### src/rtl/cordic_pkg.sv
// Shared CORDIC vectoring definitions: FSM encoding, Q5.11 angle constants and the atan table.
// The gain-compensation constant is used only when CORDIC_GAIN_COMP_EN is defined.
package cordic_pkg;

  typedef enum logic [1:0] {
    ST_IDLE = 2'd0,
    ST_PRE  = 2'd1,
    ST_ITER = 2'd2,
    ST_DONE = 2'd3
  } cordic_state_e;

  localparam int FRAC_BITS = 11;
  localparam int ANGLE_W   = 16;
  localparam int ROM_IDX_W = 8;

  localparam logic signed [ANGLE_W-1:0] PI_Q      = 16'sd6434;
  localparam logic signed [ANGLE_W-1:0] HALF_PI_Q = 16'sd3217;
  localparam logic signed [ANGLE_W-1:0] INV_K_Q   = 16'sd1244;

  // atan(2^-i) rounded to the nearest Q5.11 LSB; it rounds to zero from i=12 onward.
  function automatic logic signed [ANGLE_W-1:0] atan_q(input logic [ROM_IDX_W-1:0] idx);
    logic signed [ANGLE_W-1:0] val;
    case (idx)
      8'd0:    val = 16'sd1608;
      8'd1:    val = 16'sd950;
      8'd2:    val = 16'sd502;
      8'd3:    val = 16'sd255;
      8'd4:    val = 16'sd128;
      8'd5:    val = 16'sd64;
      8'd6:    val = 16'sd32;
      8'd7:    val = 16'sd16;
      8'd8:    val = 16'sd8;
      8'd9:    val = 16'sd4;
      8'd10:   val = 16'sd2;
      8'd11:   val = 16'sd1;
      default: val = 16'sd0;
    endcase
    return val;
  endfunction

endpackage

### src/rtl/cordic_atan_rom.sv
// Combinational lookup: iteration index -> atan(2^-i) in Q5.11.
module cordic_atan_rom
  import cordic_pkg::*;
(
  input  logic [ROM_IDX_W-1:0]      idx_i,
  output logic signed [ANGLE_W-1:0] atan_o
);

  assign atan_o = atan_q(idx_i);

endmodule

### src/rtl/cordic_vectoring.sv
// Iterative CORDIC in vectoring mode: (x,y) -> atan2(y,x) and magnitude, one micro-rotation per cycle.
// Define CORDIC_GAIN_COMP_EN to scale the magnitude by 1/K before it is saturated.
module cordic_vectoring
  import cordic_pkg::*;
#(
  parameter int DATA_WIDTH   = 16,
  parameter int n_iterations = 20
) (
  input  logic                         clk,
  input  logic                         arst,
  input  logic                         valid_in,
  input  logic signed [DATA_WIDTH-1:0] x_in,
  input  logic signed [DATA_WIDTH-1:0] y_in,
  output logic signed [DATA_WIDTH-1:0] angle_out,
  output logic signed [DATA_WIDTH-1:0] magnitude,
  output logic                         valid_out,
  output logic                         busy,
  output cordic_state_e                state_o
);

  localparam int IW = DATA_WIDTH + 2;
  localparam int PW = IW + ANGLE_W;
  localparam logic [ROM_IDX_W-1:0] LAST_ITER = ROM_IDX_W'(n_iterations - 1);
  localparam logic signed [PW-1:0] MAG_MAX   = PW'((2 ** (DATA_WIDTH - 1)) - 1);

  cordic_state_e                state_q, state_d;
  logic signed [IW-1:0]         x_q, x_d, y_q, y_d;
  logic signed [DATA_WIDTH-1:0] z_q, z_d;
  logic [ROM_IDX_W-1:0]         iter_q, iter_d;
  logic                         zero_q, zero_d;
  logic signed [DATA_WIDTH-1:0] angle_q, angle_d, mag_q, mag_d;
  logic                         valid_q, valid_d, busy_q, busy_d;

  logic signed [ANGLE_W-1:0]    atan_w;
  logic signed [DATA_WIDTH-1:0] atan_ext;
  logic signed [IW-1:0]         x_sh, y_sh;
  logic signed [PW-1:0]         mag_full;
  logic signed [DATA_WIDTH-1:0] mag_sat;

  cordic_atan_rom u_rom (
    .idx_i  (iter_q),
    .atan_o (atan_w)
  );

  assign atan_ext = DATA_WIDTH'(atan_w);
  assign x_sh     = x_q >>> iter_q;
  assign y_sh     = y_q >>> iter_q;

`ifdef CORDIC_GAIN_COMP_EN
  assign mag_full = (PW'(x_q) * PW'(INV_K_Q)) >>> FRAC_BITS;
`else
  assign mag_full = PW'(x_q);
`endif

  // x is non-negative once PRE has folded the vector into the right half-plane.
  assign mag_sat = (mag_full > MAG_MAX) ? MAG_MAX[DATA_WIDTH-1:0] :
                   (mag_full < 0)       ? '0 : mag_full[DATA_WIDTH-1:0];

  always_ff @(posedge clk or posedge arst) begin
    if (arst) begin
      state_q <= ST_IDLE;
      x_q     <= '0;
      y_q     <= '0;
      z_q     <= '0;
      iter_q  <= '0;
      zero_q  <= 1'b0;
      angle_q <= '0;
      mag_q   <= '0;
      valid_q <= 1'b0;
      busy_q  <= 1'b0;
    end else begin
      state_q <= state_d;
      x_q     <= x_d;
      y_q     <= y_d;
      z_q     <= z_d;
      iter_q  <= iter_d;
      zero_q  <= zero_d;
      angle_q <= angle_d;
      mag_q   <= mag_d;
      valid_q <= valid_d;
      busy_q  <= busy_d;
    end
  end

  always_comb begin
    state_d = state_q;
    x_d     = x_q;
    y_d     = y_q;
    z_d     = z_q;
    iter_d  = iter_q;
    zero_d  = zero_q;
    angle_d = angle_q;
    mag_d   = mag_q;
    valid_d = 1'b0;
    busy_d  = busy_q;
    case (state_q)
      ST_IDLE: begin
        if (valid_in) begin
          x_d     = IW'(x_in);
          y_d     = IW'(y_in);
          z_d     = '0;
          iter_d  = '0;
          zero_d  = (x_in == '0) && (y_in == '0);
          busy_d  = 1'b1;
          state_d = ST_PRE;
        end
      end
      ST_PRE: begin
        // Left half-plane vectors are turned by a quarter turn so the iterations converge.
        if (x_q < 0) begin
          if (y_q >= 0) begin
            x_d = y_q;
            y_d = -x_q;
            z_d = DATA_WIDTH'(HALF_PI_Q);
          end else begin
            x_d = -y_q;
            y_d = x_q;
            z_d = -DATA_WIDTH'(HALF_PI_Q);
          end
        end else begin
          z_d = '0;
        end
        state_d = ST_ITER;
      end
      ST_ITER: begin
        if (y_q[IW-1]) begin
          x_d = x_q - y_sh;
          y_d = y_q + x_sh;
          z_d = z_q - atan_ext;
        end else begin
          x_d = x_q + y_sh;
          y_d = y_q - x_sh;
          z_d = z_q + atan_ext;
        end
        iter_d = iter_q + 1'b1;
        if (iter_q == LAST_ITER) state_d = ST_DONE;
      end
      ST_DONE: begin
        // A zero vector has no direction; report angle 0 rather than the accumulated sum.
        angle_d = zero_q ? '0 : z_q;
        mag_d   = mag_sat;
        valid_d = 1'b1;
        busy_d  = 1'b0;
        state_d = ST_IDLE;
      end
      default: state_d = ST_IDLE;
    endcase
  end

  assign angle_out = angle_q;
  assign magnitude = mag_q;
  assign valid_out = valid_q;
  assign busy      = busy_q;
  assign state_o   = state_q;

endmodule

### config.mk
export PLATFORM = sky130hd
export DESIGN_NAME = cordic_vectoring
export DESIGN_NICKNAME = d
export VERILOG_FILES = /design/src/rtl/cordic_pkg.sv /design/src/rtl/cordic_atan_rom.sv /design/src/rtl/cordic_vectoring.sv
export SDC_FILE = /design/constraint.sdc
export NUM_CORES = 1
export LEC_CHECK = 0
export ABC_AREA = 1
export CAP_MARGIN = 10
export CORE_ASPECT_RATIO = 0.75
export CORE_UTILIZATION = 62
export DETAILED_ROUTE_END_ITERATION = 8
export HOLD_SLACK_MARGIN = 0.08
export PLACE_DENSITY_LB_ADDON = 0.1
export SLEW_MARGIN = 20
export SYNTH_ARGS = -nofsm -noshare
export SYNTH_HDL_FRONTEND = slang
export SYNTH_SLANG_ARGS = --single-unit
export TNS_END_PERCENT = 10
### constraint.sdc
create_clock -name clk -period 5.52 [get_ports clk]
set_input_delay 1.38 -clock clk [delete_from_list [all_inputs] [get_ports clk]]
set_output_delay 1.38 -clock clk [all_outputs]
set_load 0.01 [all_outputs]
; Word-level counts from Yosys, hierarchy flattened
; Memory sizes are Yosys's and may differ from the RTL's.
; Cells that the tools add are included.
; Widths: inputs -> output; s select.
[totals]
register_bits = 97
romBits = 176
inputBits = 35
n_memories = 1
[classes]
n_addsub = 9
order_cmp = 4
n_eq_ne = 7
shifts = 2
muxes = 27
reduce_logical = 14
[mem_list]
columns = memory, depth, word_bits, read_ports, rd_clocked_by_memory_dff, wr, line
row1 = (name not given), 16, 11, 1, 0, 0, cordic_pkg.sv:23  ; case (idx)
[op_table]
columns = op, n
row1 = $mux 18, 8
row2 = $mux 16, 8
row3 = $pmux 18 s3, 2
row4 = $pmux 16 s3, 1
row5 = $add 18x18->18, 2
row6 = $lt 18x1->1 const B, 2
row7 = $neg 18->18, 2
row8 = $sshr 18x8->18, 2
row9 = $sub 18x18->18, 2
row10 = $logic_not 16->1, 2
row11 = $ge 18x1->1 const B, 1
row12 = $gt 18x16->1 const B, 1
row13 = $add 16x16->16, 1
row14 = $pmux 8 s2, 1
row15 = $sub 16x16->16, 1
row16 = $reduce_and 2->1, 5
row17 = $add 8x1->8 const B, 1
row18 = $eq 8x5->1 const B, 1
row19 = $mux 8, 1
row20 = $pmux 2 s4, 1
row21 = $ne 2x2->1 const B, 3
row22 = $eq 2x2->1 const B, 2
row23 = $logic_not 4->1, 1
row24 = $mux 2, 2
row25 = other kinds (8), 10

; Longest topological paths before layout
; Gate-level depths: netlist (run 1).
[logic_depth]
ltp_word = 5
depth_mapped = 36
mapped_depth_nobuf = 35

; Modules after synthesis
; From an unflattened synthesis (run 1), not the netlist that was laid out.
[hier_totals]
hier_cells = 1820
hier_area_um2 = 11182.0
[modules_own_cells]
columns = mod, instances, cells_per_inst, area_per_inst_um2, seq_area_each_um2
row1 = cordic_vectoring, 1, 1762, 10871.7, 2427.3
row2 = cordic_atan_rom, 1, 58, 310.3, 0.0

; Worst setup path before layout (run 1)
; OpenSTA, ideal clock, no wires.
[synth_path]
path_kind = register to register
startpoint = register iter_q[7]
endpoint = register x_q[10]
t_arrival_ns = 3.787
path_slack_ns = 1.610
path_stages_with_launch = 33
cell_sequence = dfrtp_1 nor2_4 buf_6 nand2_1 nand3_1 nand2_1 o21ai_2 nand2_1 nand2_1 nand2_1 nand3_1 inv_1 ha_1 o21ai_0 inv_1 fa_1 inv_1 nand3_1 nand2_1 nand2_1 nand2_1 a21oi_1 nor2_1 nor2_1 o21bai_1 nand2_1 nand2_1 a21oi_1 or2_2 nand3_1 a31oi_1 o21ai_0 nand2_1
[synth_between]
elab_chain_cells = 4
elab_cells_between_ends = 5
cone_classes = add/sub (2) / shift (1) / mux (2)
[synth_rtl]
columns = element, line
row1 = from (decl), cordic_vectoring.sv:29  ; logic [ROM_IDX_W-1:0] iter_q, iter_d;
row2 = from (signal assigned), cordic_vectoring.sv:76  ; iter_q <= iter_d;
row3 = $sshr 18x8->18 *, cordic_vectoring.sv:47  ; assign y_sh = y_q >>> iter_q;
row4 = $add 18x18->18 or $sub 18x18->18 (tied branches), "cordic_vectoring.sv:131, cordic_vectoring.sv:127"
row5 = $mux 18 *, cordic_vectoring.sv:126  ; if (y_q[IW-1]) begin
row6 = $pmux 18 s3 *, cordic_vectoring.sv:96  ; case (state_q)
row7 = to (signal assigned), cordic_vectoring.sv:62  ; x_q <= '0;
row8 = to (signal assigned), cordic_vectoring.sv:73  ; x_q <= x_d;
row9 = to (decl), cordic_vectoring.sv:27  ; logic signed [IW-1:0] x_q, x_d, y_q, y_d;
; Every way passes the cells marked *; elsewhere a longest branch is shown, timed or not.
; A chain may end at the register's enable or synchronous reset.

; Worst setup path after layout (run 1)
[layout_path]
startpoint = register iter_q[6]
endpoint = register x_q[10]
; Same word-level chain as after synthesis.

==> metrics.yaml, run 1 <==
place:
  numPortBuffers: 70
  finalWeightedCongestion: 1.03
  dp_hpwl_um: 30100
clock_tree:
  cts_resized: 0
  cts_buffers: 9
  root_buffer: "clkbuf_16"
  clockBufferDepth: 2
  cts.clk_slew.worst_paths_ns: 0.08
  clkSinkCount: 97
  clk_latency_ns: 0.36
  h-tree-depth: 3
  holdBufCountCts: 0
  cts_setup_buffers: 0
  cts_tree: "built"
finish:
  nFillCells: 1602
  nets: 1921
  multi_input_comb_area_um2: 7730
  area_growth_pct: 10.1
  diodes: 0
  drive_above_1_share_pct: 9.45
  seqCellArea_um2: 2430
synthesis:
  synth_edf_count: 0
  syn-cell-area_um2: 11400
  synth_area_per_cell_um2: 6.38
  ys_types: 58
  synth_seq_cells: 97
  ys.flop_type: "dfrtp_1"
  syn-num-nets: 1886
  async_reset_ff_share_pct: 100
  synth-seq-area-share_pct: 21.4
  yosysWarnings: 0
  netlist_instances: 1781
run:
  drv_cap: 0
die:
  die_y_um: 119
  die_area_um2: 18900
  die_x_um: 158
  io_pins: 71
  start_util_pct: 63.9
  core-area_um2: 17800
  rows: 42
route:
  drt_iter0_drc: 1800
  routedWlPerCell_um: 18.9
  num_vias: 12900
  drt_pass1_iterations: 7
  drc_errors: 0
  antenna_left: 0
  routed_wl_um: 38900
  post_drt_via_cell_ratio: 6.24
sta:
  worst_pin_slew_ns: 1.01
  fin_crit_ns: 4.94
  timing.fmax_mhz: 203
  fin_setup_tns_ns: 0
  drv_slew: 0
  finalHoldViolations: 0
  fin_crit_sh_pct: 89.4
  maxSlewHeadroom_pct: 32.3
  setup_viol: 0
  rsz0062_at_grt: "false"
  clock_skew_ns: 0.0123
worst_setup_path:
  crit_required_ns: 5.76
  end_kind: "flip-flop"
  start_kind: "flip-flop"
  worstPathArrival_ns: 5.18
  crit_type: "reg -> reg"
  critPathSlowestCell: "dfrtp_1"
  critPathMaxStageDelay_ns: 0.45
  cp_common_cell: "nand2_1"
  crit_fanout: 15
global_route:
  grt_overflow: 0
  grtUsageTotal_pct: 42.2
  grt_pass1_vias: 11600
  antenna_found_initial: 0
  grt_max_degree: 69
  grt_first_pass_wirelength_um: 61400
hold_path:
  hp-class: "reg -> reg"
outcome:
  status: "finished clean"
## worst paths after layout
path / startpoint / endpoint / slack [ns] / cells past startpoint
worst max-delay path: iter_q[6] / x_q[10] / 0.58 / 32
worst min register to register: angle_out[11] / angle_out[11] / 0.48 / 2
worst min-delay path: angle_out[11] / angle_out[11] / 0.48 / 2
min in group asynchronous: arst / magnitude[12] / 1.54 / 2
worst max register to register: iter_q[6] / x_q[10] / 0.58 / 32
max in group asynchronous: arst / zero_q / 3.01 / 3
## layer usage
layer | routed length [um] | share of wire (%) | global-route usage, % | up-vias
met2 | 16400 | 42 | 62.3 | 731
met4 | 2090 | 5.4 | 21.2 | 0
li1 | - | - | - | 6100
met5 | 0 | 0 | 0 | -
met3 | 4490 | 12 | 8.99 | 138
met1 | 15900 | 41 | 57.7 | 5899
## final cells by class
cell class	count	area share [%]
Clock inverter	7	0.790
Sequential cell	97	19.4
Tap cell	242	2.42
Timing Repair Buffer	105	7.70
Inverter	200	6.04
Multi-Input combinational cell	1403	61.8
Clock buffer	9	1.80
## Yosys cell counts, types with 21 or more instances
master    instances  area [um^2]
nand2_1         427         1600
inv_1           189          709
o21ai_0         176          881
nand3_1         174          871
nor2_1          132          495
a21oi_1         113          566
dfrtp_1          97         2430
ha_1             67          838
nand3_2          41          410
clkbuf_1         32          120
nor3_1           30          150
nand2_2          27          169
buf_2            23          115
o211ai_1         23          173
o31ai_1          23          173
xor2_1           22          193
a31oi_1          21          131
## per-stage QoR
stage / setup slack, ns / utilization, % / hold slack [ns] / std cells / area (um^2)
5_1_grt: 0.190 / 70.4 / 0.499 / 2063 / 12500
3_3_place_gp: 0.605 / 68.4 / 0.463 / 2042 / 12100
3_5_place_dp: 0.516 / 68.4 / 0.468 / 2042 / 12100
2_1_floorplan: 1.61 / - / 0.514 / 1781 / 11400
6_report: 0.583 / 70.4 / 0.483 / 2063 / 12500
4_1_cts: 0.501 / 70.2 / 0.487 / 2058 / 12500
## logic make-up after synthesis
kind of cell | share of synthesized area (%)
flip-flops | 21.4
adder cells (fa/ha/maj) | 7.91
buffers and inverters | 10.6
XOR/XNOR | 2.62
AND/OR/NAND/NOR | 36.5
AO/OA/AOI/OAI | 21.0
## worst max-delay path, delay by kind of cell (launching register included)
family / cells / cell delay, ns
flip-flops: 1 / 0.45
buffers and inverters: 3 / 0.47
adder cells (fa/ha/maj): 2 / 0.69
AO/OA/AOI/OAI: 6 / 0.92
AND/OR/NAND/NOR: 21 / 2.25
## registers in the layout, indices dropped and copies added, names as in the netlist, 2 cells and up
register and flops:
z_q 16, state_o 2, x_q 18, y_q 18, iter_q 8, magnitude 16
angle_out 16
## cell usage in the layout (no fill, tap or decap), types with 10 or more instances in the layout
cell,count
nor2_2,10
nor2_1,132
xnor2_1,12
a31oi_1,21
clkdlybuf4s50_1,70
ha_1,67
o22ai_1,10
o31ai_1,23
o21ai_0,176
buf_4,35
a21oi_1,112
inv_1,187
nand3_1,174
xor2_1,22
nand2_2,27
nor3_1,30
o211ai_1,23
nand2_1,427
dfrtp_1,96
nand3_2,41
nor4_1,14
Power of run 1 is not shown: default switching activity piles up to over one toggle a cycle in this logic, so the estimate is an artifact.
==> run 2: changes to the inputs <==
--- a/config.mk
+++ b/config.mk
@@ -7,8 +7,10 @@
 export LEC_CHECK = 0
 export ABC_AREA = 1
 export CAP_MARGIN = 10
+export CELL_PAD_IN_SITES_DETAIL_PLACEMENT = 0
+export CELL_PAD_IN_SITES_GLOBAL_PLACEMENT = 1
 export CORE_ASPECT_RATIO = 0.75
-export CORE_UTILIZATION = 62
+export CORE_UTILIZATION = 44
 export DETAILED_ROUTE_END_ITERATION = 8
 export HOLD_SLACK_MARGIN = 0.08
 export PLACE_DENSITY_LB_ADDON = 0.1
==> run 2 against run 1 <==
Against the previous run:
- clock skew rose by 0.0023 ns
- final area is 1.3% higher
- largest cell class unchanged
- cell count is 5.0% higher
- sequential cell count unchanged
==> metrics.yaml, run 2 (synthesized netlist as in run 1, its figures left out) <==
worst_setup_path:
  crit_start: "iter_q[5]"  # was iter_q[6]
  crit_type: "reg -> reg"  # unchanged
  rr_startpoint: "iter_q[5]"  # was iter_q[6]
  start_kind: "flip-flop"  # unchanged
  worstPathArrival_ns: 5.39  # was 5.18 ns
  crit_fanout: 14  # was 15
  crit_required_ns: 5.77  # was 5.76 ns
  end_kind: "flip-flop"  # unchanged
route:
  post_drt_via_cell_ratio: 5.78  # was 6.24
  drt_iter0_drc: 1195  # was 1800
  antenna_left: 0  # unchanged
  routed_wl_um: 42700  # was 38900 um
  drt_pass1_iterations: 5  # was 7
  num_vias: 12500  # was 12900
  routedWlPerCell_um: 19.7  # was 18.9 um
  drc_errors: 0  # unchanged
die:
  core-area_um2: 25100  # was 17800 um^2
  die_x_um: 188  # was 158 um
  die_area_um2: 26500  # was 18900 um^2
  io_pins: 71  # unchanged
  die_y_um: 141  # was 119 um
  start_util_pct: 45.2  # was 63.9%
  rows: 50  # was 42
finish:
  drive_above_1_share_pct: 9.74  # was 9.45%
  final_common_cell: "nand2_1"  # unchanged
  reg_top3: "x_q x18, y_q x18"  # unchanged
  area_growth_pct: 11.5  # was 10.1%
  layout_common_cells: "nand2_1 (427), inv_1 (187), o21ai_0 (176), nand3_1 (174), nor2_1 (132)"  # unchanged
  nets: 1927  # was 1921
place:
  dp_hpwl_um: 33700  # was 30100 um
  finalWeightedCongestion: 0.937  # was 1.03
  numPortBuffers: 70  # unchanged
sta:
  timing.fmax_mhz: 195  # was 203 MHz
  worst_pin_slew_ns: 1.04  # was 1.01 ns
  drv_slew: 0  # unchanged
  setup_viol: 0  # unchanged
  fin_setup_tns_ns: 0  # unchanged
  finalHoldViolations: 0  # unchanged
  fin_crit_ns: 5.13  # was 4.94 ns
  fin_crit_sh_pct: 93.0  # was 89.4%
  clock_skew_ns: 0.0146  # was 0.0123 ns
  maxSlewHeadroom_pct: 30.2  # was 32.3%
  rsz0062_at_grt: "false"  # unchanged
clock_tree:
  clockBufferDepth: 2  # unchanged
  clkSinkCount: 97  # unchanged
  cts_buffers: 9  # unchanged
  root_buffer: "clkbuf_16"  # unchanged
  cts_tree: "built"  # unchanged
  clk_latency_ns: 0.37  # was 0.36 ns
  holdBufCountCts: 0  # unchanged
  cts.clk_slew.worst_paths_ns: 0.08  # about the same
  h-tree-depth: 3  # unchanged
global_route:
  grtUsageTotal_pct: 32.5  # was 42.2%
  grt_pass1_vias: 11400  # was 11600
  grt_first_pass_wirelength_um: 66400  # was 61400 um
  antenna_found_initial: 2  # was 0
  grt_overflow: 0  # unchanged
  grt_max_degree: 72  # was 69
outcome:
  status: "finished clean"  # unchanged
run:
  drv_cap: 0  # unchanged
hold_path:
  hp-class: "reg -> reg"  # unchanged
  holdCritStartpoint: "angle_out[9]"  # was angle_out[11]
[run 2: cell type report]
cell class	count	area, um^2
Multi-Input combinational cell	1403	7740
Clock inverter	6	72.6
Fill cell	2696	12500
Tap cell	338	423
Sequential cell	97	2430
Antenna cell	1	2.50
Inverter	200	756
Timing Repair Buffer	111	1010
Clock buffer	10	229
[run 2: per-layer routing]
| metal | vias up | global-route usage (%) | wire [um] |
|---|---|---|---|
| met3 | 48 | 4.75 | 3160 |
| met2 | 478 | 50.3 | 18500 |
| met1 | 5882 | 47.5 | 20300 |
| li1 | 6109 | - | - |
| met4 | 2 | 7.02 | 792 |
| met5 | - | 0 | 13 |
[run 2: worst paths after layout]
kind / end / slack [ns] / depth (start not counted)
worst max-delay path: x_q[10] / 0.39 / 27
worst min-delay path: angle_out[9] / 0.48 / 2
worst max register to register: x_q[10] / 0.39 / 27
worst min register to register: angle_out[9] / 0.48 / 2
max in group asynchronous: y_q[6] / 2.94 / 3
min in group asynchronous: magnitude[12] / 1.57 / 2
[run 2: metrics by stage]
step           cell area (um^2)  worst slack, ns  std cells  util [%]  hold slack [ns]
6_report                  12700            0.388       2166      50.4            0.483
5_1_grt                   12700           0.0161       2165      50.3            0.508
4_1_cts                   12600            0.395       2162      50.2            0.487
3_5_place_dp              12300            0.425       2146      49.0            0.469
3_3_place_gp              12300            0.459       2146      49.0            0.464
2_1_floorplan             11400             1.61       1781         -            0.514
[run 2: what timing repair did]
item | CTS | global route
setup buffers | 0 | 3
gates resized for setup | 0 | 1
setup endpoints to repair | 0 | 2
[run 2: critical path, cell delays in order, from the launching register on]
cell	delay, ns
dfrtp_1	0.57
nor2_4	0.15
buf_4	0.25
nor2_2	0.45
inv_1	0.24
nand3_1	0.17
inv_1	0.07
ha_1	0.28
o21ai_0	0.30
inv_1	0.11
fa_1	0.40
inv_1	0.10
nand3_1	0.07
nand2_1	0.11
nand2_1	0.06
nand2_1	0.06
a21oi_1	0.12
nor2_1	0.17
nor2_1	0.06
o21bai_1	0.30
nand2_1	0.14
nand2_1	0.09
a21oi_1	0.08
or2_2	0.28
nand3_1	0.11
a31oi_1	0.08
o21ai_0	0.11
nand2_1	0.07
Power of run 2 is left out for the same reason.
==> run 3: changes to the inputs <==
--- a/config.mk
+++ b/config.mk
@@ -10,7 +10,7 @@
 export CELL_PAD_IN_SITES_DETAIL_PLACEMENT = 0
 export CELL_PAD_IN_SITES_GLOBAL_PLACEMENT = 1
 export CORE_ASPECT_RATIO = 0.75
-export CORE_UTILIZATION = 44
+export CORE_UTILIZATION = 35
 export DETAILED_ROUTE_END_ITERATION = 8
 export HOLD_SLACK_MARGIN = 0.08
 export PLACE_DENSITY_LB_ADDON = 0.1
==> run 3 against run 2 <==
Against the previous run:
- fmax up 2.2%
- clock skew down 0.0037 ns
- critical path depth up 2
- die area up 25%
- sequential cell count unchanged
- cell count up 4.5%
- final area up 1.1%
- non-clock buffer count up 1
- first-iteration DRC count down 1.8%
- via count down 1.6%
- worst hold slack better by 0.0036 ns
==> metrics.yaml, run 3 (synthesized netlist as in run 1, its figures left out) <==
worst_setup_path:
  crit_fanout: 13  # was 14
  critPathMaxStageDelay_ns: 0.56  # was 0.57 ns
  critPathSlowestCell: "nor2_2"  # was dfrtp_1
  r2r_slack_ns: 0.50  # was 0.39 ns
  ff2ff_path_depth: 29  # was 27
  worstPathArrival_ns: 5.28  # was 5.39 ns
  cp_common_cell: "nand2_1"  # unchanged
  crit_type: "reg -> reg"  # unchanged
  crit_required_ns: 5.78  # was 5.77 ns
  start_kind: "flip-flop"  # unchanged
  crit_start: "iter_q[6]"  # was iter_q[5]
  end_kind: "flip-flop"  # unchanged
  reg2reg_to: "y_q[11]"  # was x_q[10]
  rr_startpoint: "iter_q[6]"  # was iter_q[5]
sta:
  timing.fmax_mhz: 199  # was 195 MHz
  finalHoldViolations: 0  # unchanged
  worst_pin_slew_ns: 0.835  # was 1.04 ns
  fin_crit_ns: 5.02  # was 5.13 ns
  fin_crit_sh_pct: 91.0  # was 93.0%
  maxSlewHeadroom_pct: 43.8  # was 30.2%
  drv_slew: 0  # unchanged
  setup_viol: 0  # unchanged
  setup_ws_ns: 0.497  # was 0.388 ns
  clock_skew_ns: 0.0109  # was 0.0146 ns
  fin_setup_tns_ns: 0  # unchanged
die:
  core-area_um2: 31600  # was 25100 um^2
  start_util_pct: 35.9  # was 45.2%
  die_x_um: 210  # was 188 um
  die_area_um2: 33200  # was 26500 um^2
  io_pins: 71  # unchanged
  die_y_um: 158  # was 141 um
  rows: 56  # was 50
route:
  drc_errors: 0  # unchanged
  antenna_left: 0  # unchanged
  routedWlPerCell_um: 20.0  # was 19.7 um
  drt_pass1_iterations: 6  # was 5
  post_drt_via_cell_ratio: 5.44  # was 5.78
  routed_wl_um: 45400  # was 42700 um
  drt_iter0_drc: 1173  # was 1195
  num_vias: 12300  # was 12500
clock_tree:
  cts_setup_buffers: 0  # unchanged
  cts_tree: "built"  # unchanged
  cts_buffers: 9  # unchanged
  clk_latency_ns: 0.38  # was 0.37 ns
  holdBufCountCts: 0  # unchanged
  clockBufferDepth: 2  # unchanged
  clkSinkCount: 97  # unchanged
  cts.clk_slew.worst_paths_ns: 0.08  # about the same
  cts_resized: 0  # unchanged
  h-tree-depth: 3  # unchanged
  root_buffer: "clkbuf_16"  # unchanged
global_route:
  grt_first_pass_wirelength_um: 69300  # was 66400 um
  grtUsageTotal_pct: 27.7  # was 32.5%
  grt_pass1_vias: 11500  # was 11400
  grt_max_degree: 60  # was 72
  antenna_found_initial: 0  # was 2
  grt_overflow: 0  # unchanged
place:
  place_ws_ns: 0.492  # was 0.425 ns
  finalWeightedCongestion: 0.963  # was 0.937
  numPortBuffers: 70  # unchanged
  dp_hpwl_um: 35800  # was 33700 um
finish:
  nets: 1929  # was 1927
  reg_top3: "x_q x18, y_q x18"  # unchanged
  final_common_cell: "nand2_1"  # unchanged
  drive_above_1_share_pct: 9.90  # was 9.74%
  layout_common_cells: "nand2_1 (427), inv_1 (187), o21ai_0 (176), nand3_1 (174), nor2_1 (132)"  # unchanged
  area_growth_pct: 12.7  # was 11.5%
  final_util_pct: 40.5  # was 50.4%
  diodes: 0  # was 1
outcome:
  status: "finished clean"  # unchanged
hold_path:
  holdCritStartpoint: "angle_out[5]"  # was angle_out[9]
  whs_endpoint: "angle_out[5]"  # was angle_out[9]
  hp-class: "reg -> reg"  # unchanged
  whs_path_depth: 2  # unchanged
run:
  drv_cap: 0  # unchanged
[run 3: stage by stage]
stage                     hold slack, ns  cells  cell area (um^2)
after floorplan                    0.514   1781             11400
after global placement             0.467   2247             12500
after detailed placement           0.471   2247             12500
after CTS                          0.492   2263             12800
after global routing               0.511   2264             12800
final                              0.487   2264             12800
[run 3: metal layers]
metal  share of wire [%]  track usage [%]  vias up
li1                    -                -     6119
met1                  46             37.9     5767
met2                  45             44.8      395
met3                 6.4             4.82       38
met4                 2.2             7.96        0
met5                   0                0        -
[run 3: critical path, delay by kind of cell, from the launching register on]
| family | cells | cell delay, ns |
|---|---|---|
| DFF | 1 | 0.49 |
| xor gates and xnor gates | 1 | 0.18 |
| AOI/OAI and AO/OA | 8 | 1.49 |
| buffers and inverters | 3 | 0.19 |
| and+or+nand+nor | 15 | 1.98 |
| adders and majority gates | 2 | 0.58 |
[run 3: final cells by class]
| type | instances | area [um^2] |
|---|---|---|
| Clock buffer | 9 | 225 |
| Clock inverter | 7 | 81.3 |
| Fill cell | 3493 | 18800 |
| Sequential cell | 97 | 2430 |
| Inverter | 200 | 756 |
| Tap cell | 435 | 544 |
| Timing Repair Buffer | 112 | 1020 |
| Multi-Input combinational cell | 1404 | 7750 |
[run 3: worst max-delay path by stage]
| stage | endpoint | slack (ns) | cells past startpoint |
|---|---|---|---|
| floorplan | angle_out[0] | 1.61 | 1 |
| global placement | y_q[11] | 0.45 | 31 |
| detailed placement | y_q[11] | 0.49 | 31 |
| CTS | y_q[11] | 0.43 | 31 |
| global route | y_q[11] | -0.002 | 29 |
| finish | y_q[11] | 0.50 | 29 |
Power of run 3 is left out for the same reason.
